===== config.mk =====
export PLATFORM = sky130hd
export DESIGN_NAME = rcnf_arbiter
export DESIGN_NICKNAME = d
export VERILOG_FILES = /design/src/rtl/rcnf_arbiter.sv
export SDC_FILE = /design/constraint.sdc
export NUM_CORES = 1
export LEC_CHECK = 0
export ABC_AREA = 1
export CAP_MARGIN = 25
export CORE_AREA = 2 2 92 94
export DETAILED_ROUTE_END_ITERATION = 8
export DIE_AREA = 0 0 94 96
export PLACE_DENSITY = 0.7
export SLEW_MARGIN = 10
export SYNTH_ARGS = -nofsm -noshare
export SYNTH_HDL_FRONTEND = slang
export SYNTH_SLANG_ARGS = --single-unit

===== constraint.sdc =====
create_clock -name clk -period 1.07 [get_ports clk]
set_input_delay 0.1605 -clock clk [delete_from_list [all_inputs] [get_ports clk]]
set_output_delay 0.1605 -clock clk [all_outputs]
set_load 0.005 [all_outputs]

===== src/rtl/rcnf_arbiter.sv =====
// ---------------------------------------------------------------------------
// rcnf_arbiter
//
// Two-requester arbiter in front of a single-port register RAM. At most one
// requester is granted per cycle; the grant is combinational from the current
// requests and the priority state. Read returns come back two cycles after
// the grant and are steered to the right requester by a two-stage
// {valid, owner} tag pipeline.
//
// Configuration macro:
//   RCNF_ARB_RR_EN  defined   : round-robin; after each grant the pointer
//                               favours the other requester.
//                   undefined : fixed priority, requester 0 wins contention,
//                               and no pointer register exists.
//
// Ports:
//   clk, reset                 clock, asynchronous active-high reset
//   mN_address/byteenable/
//   mN_read/mN_write/
//   mN_writedata               command from requester N (N = 0, 1)
//   mN_waitrequest             command stalled this cycle; hold it stable
//   mN_readdata                mirror of ram_readdata
//   mN_readdatavalid           one-cycle read-return strobe
//   ram_address/byteenable/
//   ram_writedata/ram_chipselect/
//   ram_write                  command to the register RAM
//   ram_clken                  constant 1
//   ram_reset_req              constant 0
//   ram_readdata               registered read data from the RAM
// ---------------------------------------------------------------------------
module rcnf_arbiter #(
    parameter int ADDR_W = 7,
    parameter int DATA_W = 32
) (
    input  logic                  clk,
    input  logic                  reset,

    input  logic [ADDR_W-1:0]     m0_address,
    input  logic [DATA_W/8-1:0]   m0_byteenable,
    input  logic                  m0_read,
    input  logic                  m0_write,
    input  logic [DATA_W-1:0]     m0_writedata,
    output logic                  m0_waitrequest,
    output logic [DATA_W-1:0]     m0_readdata,
    output logic                  m0_readdatavalid,

    input  logic [ADDR_W-1:0]     m1_address,
    input  logic [DATA_W/8-1:0]   m1_byteenable,
    input  logic                  m1_read,
    input  logic                  m1_write,
    input  logic [DATA_W-1:0]     m1_writedata,
    output logic                  m1_waitrequest,
    output logic [DATA_W-1:0]     m1_readdata,
    output logic                  m1_readdatavalid,

    output logic [ADDR_W-1:0]     ram_address,
    output logic [DATA_W/8-1:0]   ram_byteenable,
    output logic [DATA_W-1:0]     ram_writedata,
    output logic                  ram_chipselect,
    output logic                  ram_write,
    output logic                  ram_clken,
    output logic                  ram_reset_req,
    input  logic [DATA_W-1:0]     ram_readdata
);

    logic req0;
    logic req1;
    logic prefer1;     // 1: requester 1 wins contention this cycle
    logic gnt0;
    logic gnt1;
    logic rd_accept;   // a pure read (no write) is granted this cycle

    // Tag pipeline: stage 1 = granted last cycle, stage 2 = data on RAM now.
    logic tag1_valid_q, tag1_valid_d;
    logic tag1_owner_q, tag1_owner_d;
    logic tag2_valid_q, tag2_valid_d;
    logic tag2_owner_q, tag2_owner_d;

    assign req0 = m0_read | m0_write;
    assign req1 = m1_read | m1_write;

`ifdef RCNF_ARB_RR_EN
    logic ptr_q, ptr_d;

    // Every grant (contended or not) hands preference to the other side.
    always_comb begin
        ptr_d = ptr_q;
        if (gnt0) begin
            ptr_d = 1'b1;
        end else if (gnt1) begin
            ptr_d = 1'b0;
        end
    end

    always_ff @(posedge clk or posedge reset) begin
        if (reset) begin
            ptr_q <= 1'b0;
        end else begin
            ptr_q <= ptr_d;
        end
    end

    assign prefer1 = ptr_q;
`else
    assign prefer1 = 1'b0;
`endif

    // A lone requester always wins; priority only breaks ties. Reset holds
    // the grant off entirely.
    assign gnt0 = ~reset & req0 & (~req1 | ~prefer1);
    assign gnt1 = ~reset & req1 & (~req0 |  prefer1);

    assign m0_waitrequest = reset | (req0 & ~gnt0);
    assign m1_waitrequest = reset | (req1 & ~gnt1);

    // Command mux toward the RAM; fields are don't-care when not selected
    // but are kept at zero to make traces readable.
    always_comb begin
        ram_address    = '0;
        ram_byteenable = '0;
        ram_writedata  = '0;
        ram_chipselect = 1'b0;
        ram_write      = 1'b0;
        if (gnt0) begin
            ram_address    = m0_address;
            ram_byteenable = m0_byteenable;
            ram_writedata  = m0_writedata;
            ram_chipselect = 1'b1;
            ram_write      = m0_write;
        end else if (gnt1) begin
            ram_address    = m1_address;
            ram_byteenable = m1_byteenable;
            ram_writedata  = m1_writedata;
            ram_chipselect = 1'b1;
            ram_write      = m1_write;
        end
    end

    assign ram_clken     = 1'b1;
    assign ram_reset_req = 1'b0;

    // Read+write together performs the write only, so no return is tracked.
    assign rd_accept = (gnt0 & m0_read & ~m0_write) |
                       (gnt1 & m1_read & ~m1_write);

    always_comb begin
        tag1_valid_d = rd_accept;
        tag1_owner_d = gnt1;
        tag2_valid_d = tag1_valid_q;
        tag2_owner_d = tag1_owner_q;
    end

    always_ff @(posedge clk or posedge reset) begin
        if (reset) begin
            tag1_valid_q <= 1'b0;
            tag1_owner_q <= 1'b0;
            tag2_valid_q <= 1'b0;
            tag2_owner_q <= 1'b0;
        end else begin
            tag1_valid_q <= tag1_valid_d;
            tag1_owner_q <= tag1_owner_d;
            tag2_valid_q <= tag2_valid_d;
            tag2_owner_q <= tag2_owner_d;
        end
    end

    assign m0_readdatavalid = tag2_valid_q & ~tag2_owner_q;
    assign m1_readdatavalid = tag2_valid_q &  tag2_owner_q;

    assign m0_readdata = ram_readdata;
    assign m1_readdata = ram_readdata;

endmodule

==> run metrics, run 1 <==
CP arrival 1.09 ns; count of pins over their slew limit 0; endpoint required time on the critical path 0.91 ns; cell-internal power 1160 uW; total routing usage reported by global routing 14.2%; most frequent cell after synthesis nand2_1; clock period minus final worst setup slack 1.26 ns; sw frac 32.2%; launch point of the worst reg-to-reg path tag1_valid_q$_DFF_PP0_; CP bufs+invs 7; violations in the final reports negative setup slack; path type of the worst min-delay path input port to async pin; die outline area 9020 um2; RePlAce Congestion 0.663; Clock Power Share 18.7%; count of buffers inserted at the top-level ports 140; endpoint kind of the worst setup timing path output pin; total number of yosys warnings 0; Worst setup SP type input port; Sw Pwr 549 uW; std cell rows 33; count of unresolved DRC violations after routing 0; Final Util 38.9%; Power Dens Cells 546 nW/um2; largest net degree at the start of global routing 30; final routed wirelength across all metal layers 7040 um; share of the clock period used by the worst path after layout 117%; clock slew at reported path FFs 0.03 ns; number of antenna violations at the first check in global routing 0; Most used DFF post-synth dfrtp_1; FILL cells 836; sequential element share of the synthesized area 6.63%; clock tree skew after final layout 0.0000385 ns; cell class contributing the biggest share of worst-path delay buffers and inverters; clock buffers created by TritonCTS 3; flop and latch count out of synthesis 4; portion of total power attributed to sequential cells 9.4%; Antenna Violating Nets Remaining 0; Max Buffers Root-to-Sink 2; area share of the largest cell type after synthesis 34.8%; crit-path max FO 7; clock tree from TritonCTS built; reported leakage power 0.00156 uW; Worst Slack Setup Final -0.185 ns; average detailed-routed wire length per instance 15.7 um; count of unique library cells instantiated by Yosys 19; number of max-cap violations 0; Final Net Count 468; maximum ir drop on the vdd rail 0.000272 V; most numerous cell types in the synthesized netlist nand2_1, buf_4, nand4_1; post-place setup slack -0.887 ns; total number of clock tree sinks 4; biggest cell delay along the critical path 0.12 ns; initial standard-cell utilization of the core 18.7%; HPWL Detailed 4250 um; netlist area before placement 1510 um2; cell types occupying the most area after synthesis buf_4, nand2_1, nand4_1, dfrtp_1, buf_6; number of endpoints failing setup at the final stage 44; post-synthesis to final-layout area growth 107%; critical path depth in cells 10; worst reg2reg path depth 0; via count 1970; synthesized area per cell 6.26 um2; count of inserted antenna diode cells 0; cell area after placement 2500 um2; Worst Path Class, Setup input port to output pin; via count of the first global-routing pass 1843; Clk Latency, worst-skew pair 0.21 ns; share of flip-flops with an asynchronous set or reset after synthesis 100%; Combinational Power Share 71.9%; Synthesized Nets 365; clk root buf clkbuf_8; global-route wire length before repair 9580 um; setup repair after global routing missed its margin yes; Post-synth EDFFs 0; cells after synthesis 241; initial DRC count 30; Hold Vio Cnt, Final 0; core area 8050 um2; Pre-antenna DRT Iters 4; overall die height 96 um; number of I/O pins 239; Synth area leader buf_4; global route overflow 0; startpoint of the most critical setup path m1_write; final non-filler cell area 3130 um2; fraction of layout instances using a drive strength above 1 47.1%; number of H-tree levels 1; status finished, violations left; upper clock frequency limit 797 MHz; final sum of negative setup slack -4.41 ns; hold_buf cts 0; slowest cell on the critical path buf_12; Critical Path, Cell by Cell buf_8 -> inv_6 -> nand2_4 -> buf_12 -> buf_12 -> buf_8 -> buf_6 -> nand4_1 -> nand2_2 -> buf_6; vias per cell 4.41; chip width 94 um
[per-stage QoR]
stage	hold WS (ns)	total power, uW	instances
3_3_place_gp	0.321	1090	413
6_report	0.00955	1710	447
4_1_cts	0.00583	1730	448
5_1_grt	0.0227	1790	447
2_1_floorplan	0.0275	662	241
3_5_place_dp	0.321	1100	413
[tightest hold or removal path: cells and delay by family]
kind     cells  cell delay [ns]
buf+inv      3             0.39
[per-layer routing]
metal	global-route usage [%]	part of all wire [%]
met5	0	0
met4	7.00	3.4
met3	2.27	8.5
met2	28.7	55
met1	13.8	33
[layout by cell type (no fill, tap or decap)]
cell type | synthesis | layout
clkdlybuf4s50_1 | 0 | 87
nand4_1 | 44 | 44
buf_2 | 1 | 40
nand2_2 | 1 | 39
nand2_1 | 90 | 37
nand2_4 | 0 | 15
buf_6 | 7 | 14
buf_12 | 2 | 13
buf_4 | 70 | 12
buf_16 | 0 | 8
buf_8 | 3 | 8
dfrtp_1 | 4 | 4
inv_1 | 5 | 3
clkbuf_8 | 0 | 3
inv_6 | 0 | 2
nor2_4 | 2 | 2
nor2_1 | 2 | 2
conb_1 | 2 | 2
inv_2 | 2 | 1
inv_4 | 0 | 1
nor3_1 | 1 | 1
o21ai_2 | 0 | 1
a21oi_1 | 2 | 1
a21oi_2 | 0 | 1
clkbuf_2 | 0 | 1
[final timing paths]
kind                            slack, ns                      to
max in group asynchronous            0.94  tag2_owner_q$_DFF_PP0_
worst min register to register       0.34  tag2_owner_q$_DFF_PP0_
worst max register to register       0.61  tag2_valid_q$_DFF_PP0_
min in group clk                     0.21  tag1_valid_q$_DFF_PP0_
worst max-delay path                -0.19       ram_writedata[30]
worst min-delay path                 0.01  tag1_valid_q$_DFF_PP0_
[cell families after synthesis]
kind of cell / synth area share [%]
other cells: 0.498
simple gates: 43.4
flops: 6.63
compound gates: 0.995
buf+inv: 48.5
[flip-flops by register name, summed over array words and instances (netlist names)]
name / flops
tag1_owner_q: 1
tag1_valid_q: 1
tag2_owner_q: 1
tag2_valid_q: 1
[power by group through the flow]
stage	sequential (uW)	combinational (uW)	clock, uW
2_1_floorplan	162	500	0
3_3_place_gp	162	927	0
3_5_place_dp	162	936	0
4_1_cts	161	1240	329
5_1_grt	161	1310	323
6_report	161	1230	318
[cell type report]
| class | instances | area, um2 | share of cell area (%) |
|---|---|---|---|
| well taps | 105 | 131 | 4.20 |
| clock buffers | 3 | 41.3 | 1.32 |
| repair buffers | 183 | 1920 | 61.5 |
| flip-flops and latches | 4 | 100 | 3.20 |
| inverters | 7 | 38.8 | 1.24 |
| multi-input cells | 145 | 892 | 28.5 |
[what timing repair did]
action                                  in CTS  in global routing
buffers inserted                            22                  3
cloned                                      12                  0
pin swaps                                   57                 42
endpoints found under the hold margin        0                  0
resized for setup                          309                 31
endpoints found under the setup margin      50                 47
(Power assumes the default switching activity.)
==> inputs of run 2 (changes only) <==
==> constraint.sdc (replaced) <==
create_clock -name clk -period 1.07 [get_ports clk]
set_input_delay 0.107 -clock clk [delete_from_list [all_inputs] [get_ports clk]]
set_output_delay 0.107 -clock clk [all_outputs]
set_load 0.005 [all_outputs]
==> run 2 against run 1 <==
Against the previous run: the run still ends with negative setup slack left; clock power increased by 2%; sequential share of layout area decreased by 0.26 points; critical path depth unchanged; register-to-register slack about the same; non-clock buffer count increased by 14; first-iteration DRC count increased by 63%; critical path type unchanged; critical endpoint is now ram_writedata[9].
==> run metrics, run 2 (synthesis gave the netlist of run 1 again) <==
final cell count without fillers 461; via count of the first global-routing pass 1934; Combinational Power Share 73.7%; slowest cell on the critical path nor2_4; worst reg2reg path depth 0; clock tree skew after final layout 0.0000653 ns; reported leakage power 0.00171 uW; number of max-cap violations 0; post-synthesis to final-layout area growth 125%; total number of clock tree sinks 4; setup repair after global routing missed its margin yes; share of the clock period used by the worst path after layout 116%; final total power 1830 uW; maximum ir drop on the vdd rail 0.000255 V; cell-internal power 1250 uW; top layer in use met4; biggest cell delay along the critical path 0.14 ns; RePlAce Congestion 0.663; core area 8050 um2; average detailed-routed wire length per instance 15.9 um; number of antenna violations at the first check in global routing 0; Clock Power Share 17.6%; vias per cell 4.37; clock slew at reported path FFs 0.03 ns; Worst setup SP type input port; number of placed cells counting well taps 413; clock buffers created by TritonCTS 3; HPWL Detailed 4230 um; Min-Delay Startpoint m1_read; most common library cell in the layout ignoring fill and taps clkdlybuf4s50_1; Max Buffers Root-to-Sink 2; path type of the worst min-delay path input port to register; clock tree from TritonCTS built; Final Net Count 482; via count 2013; Worst Slack Setup Final -0.169 ns; Pre-antenna DRT Iters 4; count of pins over their slew limit 0; die outline area 9020 um2; Sw Pwr 583 uW; CP arrival 1.13 ns; endpoint required time on the critical path 0.96 ns; routed length on met3 620 um; launch point of the worst reg-to-reg path tag1_owner_q$_DFF_PP0_; commonest non-fill, non-tap cells in the layout clkdlybuf4s50_1, nand4_1, nand2_1, buf_2, nand2_2; Hold Vio Cnt, Final 0; largest net degree at the start of global routing 30; startpoint of the most critical setup path m0_write; fraction of layout instances using a drive strength above 1 46.6%; routed metal-1 wirelength 2380 um; upper clock frequency limit 807 MHz; status finished, violations left; Critical Path, Cell by Cell buf_8 -> nor2_4 -> nor2_4 -> buf_12 -> buf_12 -> buf_12 -> buf_12 -> nand2_4 -> nand2_2 -> buf_6; Antenna Violating Nets Remaining 0; Worst Path Class, Setup input port to output pin; endpoint kind of the worst setup timing path output pin; total routing usage reported by global routing 14.5%; crit-path max FO 5; initial standard-cell utilization of the core 18.7%; count of unresolved DRC violations after routing 0; clock period minus final worst setup slack 1.24 ns; global-route wire length before repair 9870 um; global route overflow 0; portion of total power attributed to sequential cells 8.8%; Top cell by count, worst path buf_12; end of the worst register-to-register path tag2_owner_q$_DFF_PP0_; number of H-tree levels 1; chip width 94 um; reg-to-reg setup timing slack 0.60 ns; violations in the final reports negative setup slack; count of inserted antenna diode cells 0; capture point of the critical path ram_writedata[9]; routed length on met2 4030 um; Power Dens Cells 539 nW/um2; std cell rows 33; number of I/O pins 239; number of endpoints failing setup at the final stage 43; initial DRC count 49; count of buffers inserted at the top-level ports 140; final routed wirelength across all metal layers 7330 um; overall die height 96 um; clk root buf clkbuf_8; sw frac 31.8%; Clk Latency, worst-skew pair 0.22 ns
run 2: final cells by class:
cell class | instances | area (um2)
clock buffers | 3 | 41.3
fillers | 799 | 4650
inverters | 7 | 38.8
multi-input cells | 145 | 906
flip-flops and latches | 4 | 100
well taps | 105 | 131
repair buffers | 197 | 2180
run 2: metrics by stage:
stage               hold slack, ns  instance area (um2)  worst slack [ns]  setup TNS, ns  utilization [%]
detailed placement           0.214                 2500            -0.775         -34.56             31.1
CTS                          0.132                 3270            -0.201          -5.01             40.7
floorplan                  -0.0260                 1510             0.305              0                -
global placement             0.214                 2500            -0.771         -33.67             31.1
global route                 0.153                 3400            -0.225          -4.87             42.3
finish                       0.137                 3400            -0.169          -2.94             42.3
run 2: critical path: cells and delay by family:
kind	cells	cell delay, ns
buffers and inverters	6	0.72
AND/OR/NAND/NOR	4	0.29
run 2: worst min-delay path by stage:
stage                                         to  slack, ns  cells past startpoint
after floorplan           tag1_owner_q$_DFF_PP0_      -0.03                      2
after global placement           m0_readdata[18]       0.21                      0
final                     tag1_valid_q$_DFF_PP0_       0.14                      3
after global routing      tag1_valid_q$_DFF_PP0_       0.15                      3
after CTS                 tag1_valid_q$_DFF_PP0_       0.13                      3
after detailed placement         m0_readdata[18]       0.21                      0
run 2: power groups by stage:
| stage | registers [uW] | clock network (uW) | logic [uW] |
|---|---|---|---|
| after floorplan | 162 | 0 | 500 |
| after global placement | 162 | 0 | 927 |
| after detailed placement | 162 | 0 | 935 |
| after CTS | 161 | 334 | 1300 |
| after global routing | 162 | 330 | 1430 |
| final | 161 | 323 | 1350 |
run 2: timing repair:
item,CTS,global route
gates resized for setup,275,63
setup endpoints to repair,50,48
gates cloned,13,1
pin swaps,54,43
endpoints found under the hold margin,4,0
setup buffers,29,7
hold buffers,1,0
run 2: routing by layer:
layer | GRT usage [%] | vias up
met5 | 0 | -
met4 | 7.37 | 0
met3 | 2.35 | 39
met2 | 30.4 | 112
met1 | 13.2 | 902
li1 | - | 960
==> inputs of run 3 (changes only) <==
--- a/config.mk
+++ b/config.mk
@@ -11,6 +11,7 @@
 export DETAILED_ROUTE_END_ITERATION = 8
 export DIE_AREA = 0 0 94 96
 export PLACE_DENSITY = 0.7
+export SETUP_SLACK_MARGIN = 0.15
 export SLEW_MARGIN = 10
 export SYNTH_ARGS = -nofsm -noshare
 export SYNTH_HDL_FRONTEND = slang
==> run 3 against run 2 <==
Against the previous run: core utilization down 1.6 points; combinational power down 4%; largest power group unchanged; critical path depth unchanged; die area unchanged; first-iteration DRC count down 4.1%; clock-buffer cell count unchanged; setup slack better by 0.0097 ns; the flow still finishes with violations (negative setup slack); largest cell class unchanged; sequential power about the same; non-clock buffer count down 4; wire length down 0.83%; sequential share of layout area up 0.11 points.
==> run metrics, run 3 (synthesis gave the netlist of run 1 again) <==
std cell rows 33; Pre-antenna DRT Iters 4; total number of clock tree sinks 4; setup repair after global routing missed its margin yes; most common library cell in the layout ignoring fill and taps clkdlybuf4s50_1; share of the clock period used by the worst path after layout 115%; clock slew at reported path FFs 0.03 ns; initial DRC count 47; count of inserted antenna diode cells 0; Antenna Violating Nets Remaining 0; vias per cell 4.37; Hold Vio Cnt, Final 0; Min-Delay Startpoint m1_read; upper clock frequency limit 814 MHz; count of unresolved DRC violations after routing 0; post-synthesis to final-layout area growth 117%; clock tree skew after final layout 0.000102 ns; number of I/O pins 239; final routed wirelength across all metal layers 7270 um; endpoint kind of the worst setup timing path output pin; clk root buf clkbuf_8; Critical Path, Cell by Cell buf_8 -> nor2_4 -> nor2_4 -> buf_12 -> buf_12 -> buf_16 -> buf_12 -> nand2_2 -> nand2_1 -> buf_2; launch point of the worst reg-to-reg path tag1_owner_q$_DFF_PP0_; commonest non-fill, non-tap cells in the layout clkdlybuf4s50_1, nand2_1, nand4_1, buf_2, nand2_2; reported leakage power 0.00165 uW; clock buffers created by TritonCTS 3; initial standard-cell utilization of the core 18.7%; number of endpoints failing setup at the final stage 42; endpoint required time on the critical path 0.96 ns; cell area after placement 2500 um2; global route overflow 0; area occupied by multi-input gates 843 um2; path type of the worst min-delay path input port to register; chip width 94 um; slowest cell on the critical path nor2_4; core area 8050 um2; maximum ir drop on the vdd rail 0.000260 V; clock period minus final worst setup slack 1.23 ns; Sequential Area 100 um2; global-route wire length before repair 10000 um; HPWL Detailed 4230 um; crit-path max FO 5; number of antenna violations at the first check in global routing 0; via count 1996; worst reg2reg path depth 0; startpoint of the most critical setup path m0_write; end of the worst register-to-register path tag2_owner_q$_DFF_PP0_; RePlAce Congestion 0.663; number of max-cap violations 0; status finished, violations left; clock tree from TritonCTS built; number of H-tree levels 1; count of buffers inserted at the top-level ports 140; fraction of layout instances using a drive strength above 1 43.5%; Clk Latency, worst-skew pair 0.22 ns; CP arrival 1.12 ns; total routing usage reported by global routing 14.7%; largest net degree at the start of global routing 30; Max Buffers Root-to-Sink 2; Worst Hold Margin 0.139 ns; violations in the final reports negative setup slack; reg-to-reg setup timing slack 0.60 ns; final cell count without fillers 457; Worst Slack Setup Final -0.159 ns; count of pins over their slew limit 0; capture point of the critical path ram_byteenable[0]; Worst Path Class, Setup input port to output pin; via count of the first global-routing pass 1934; final sum of negative setup slack -3.23 ns; die outline area 9020 um2; Power Dens Cells 545 nW/um2; overall die height 96 um; average detailed-routed wire length per instance 15.9 um; Worst setup SP type input port; Final Net Count 478; FILL cells 819; number of placed cells counting well taps 413; final non-filler cell area 3270 um2; biggest cell delay along the critical path 0.14 ns; Top cell by count, worst path buf_12
## run 3: cell count changes in the layout (fill, tap and decap cells not counted), moves of 2 or more
| cell | delta |
|---|---|
| buf_2 | +10 |
| clkdlybuf4s15_1 | -2 |
| clkbuf_2 | -3 |
| nand2_1 | +11 |
| nand2_4 | -7 |
| buf_6 | -9 |
| buf_16 | +3 |
| nand2_2 | -4 |
## run 3: worst min-delay path by stage
stage	cells past startpoint	slack, ns	endpoint
2_1_floorplan	2	-0.03	tag1_owner_q$_DFF_PP0_
3_3_place_gp	0	0.21	m0_readdata[18]
3_5_place_dp	0	0.21	m0_readdata[18]
4_1_cts	3	0.13	tag1_valid_q$_DFF_PP0_
5_1_grt	3	0.16	tag1_valid_q$_DFF_PP0_
6_report	3	0.14	tag1_valid_q$_DFF_PP0_
## run 3: stage by stage
step	util, %	total power [uW]	setup WS [ns]
2_1_floorplan	-	662	0.305
3_3_place_gp	31.1	1090	-0.771
3_5_place_dp	31.1	1100	-0.775
4_1_cts	39.9	1770	-0.175
5_1_grt	40.7	1870	-0.213
6_report	40.7	1780	-0.159
## run 3: where the power goes
| group | internal (uW) | total (uW) | switching, uW |
|---|---|---|---|
| combinational | 823 | 1300 | 475 |
| clock | 240 | 324 | 83.9 |
| sequential | 158 | 161 | 2.29 |
| total | 1220 | 1780 | 562 |
## run 3: area by class of cell
cell class | count | share of cell area, %
multi-input cells | 145 | 25.8
clock buffers | 3 | 1.26
repair buffers | 193 | 65.0
flip-flops and latches | 4 | 3.06
inverters | 7 | 0.955
well taps | 105 | 4.01
## run 3: what timing repair did
item                                   CTS  global route
gates cloned                            13             0
setup endpoints to repair               51            48
pin swaps                               40            42
gates resized for setup                284            28
buffers inserted                        25             2
endpoints found under the hold margin    4             0
hold buffers                             1             0
## run 3: per-layer routing
layer / vias to the layer above / routed length (um) / global-route usage (%) / part of all wire [%]
li1: 957 / - / - / -
met2: 103 / 4030 / 31.0 / 55
met3: 36 / 604 / 2.66 / 8.3
met4: 0 / 198 / 6.40 / 2.7
met5: - / 0 / 0 / 0
met1: 900 / 2440 / 13.3 / 34
## run 3: worst max-delay path: cells and delay by family
| family | cells | cell delay, ns |
|---|---|---|
| simple gates | 4 | 0.28 |
| buf+inv | 6 | 0.74 |
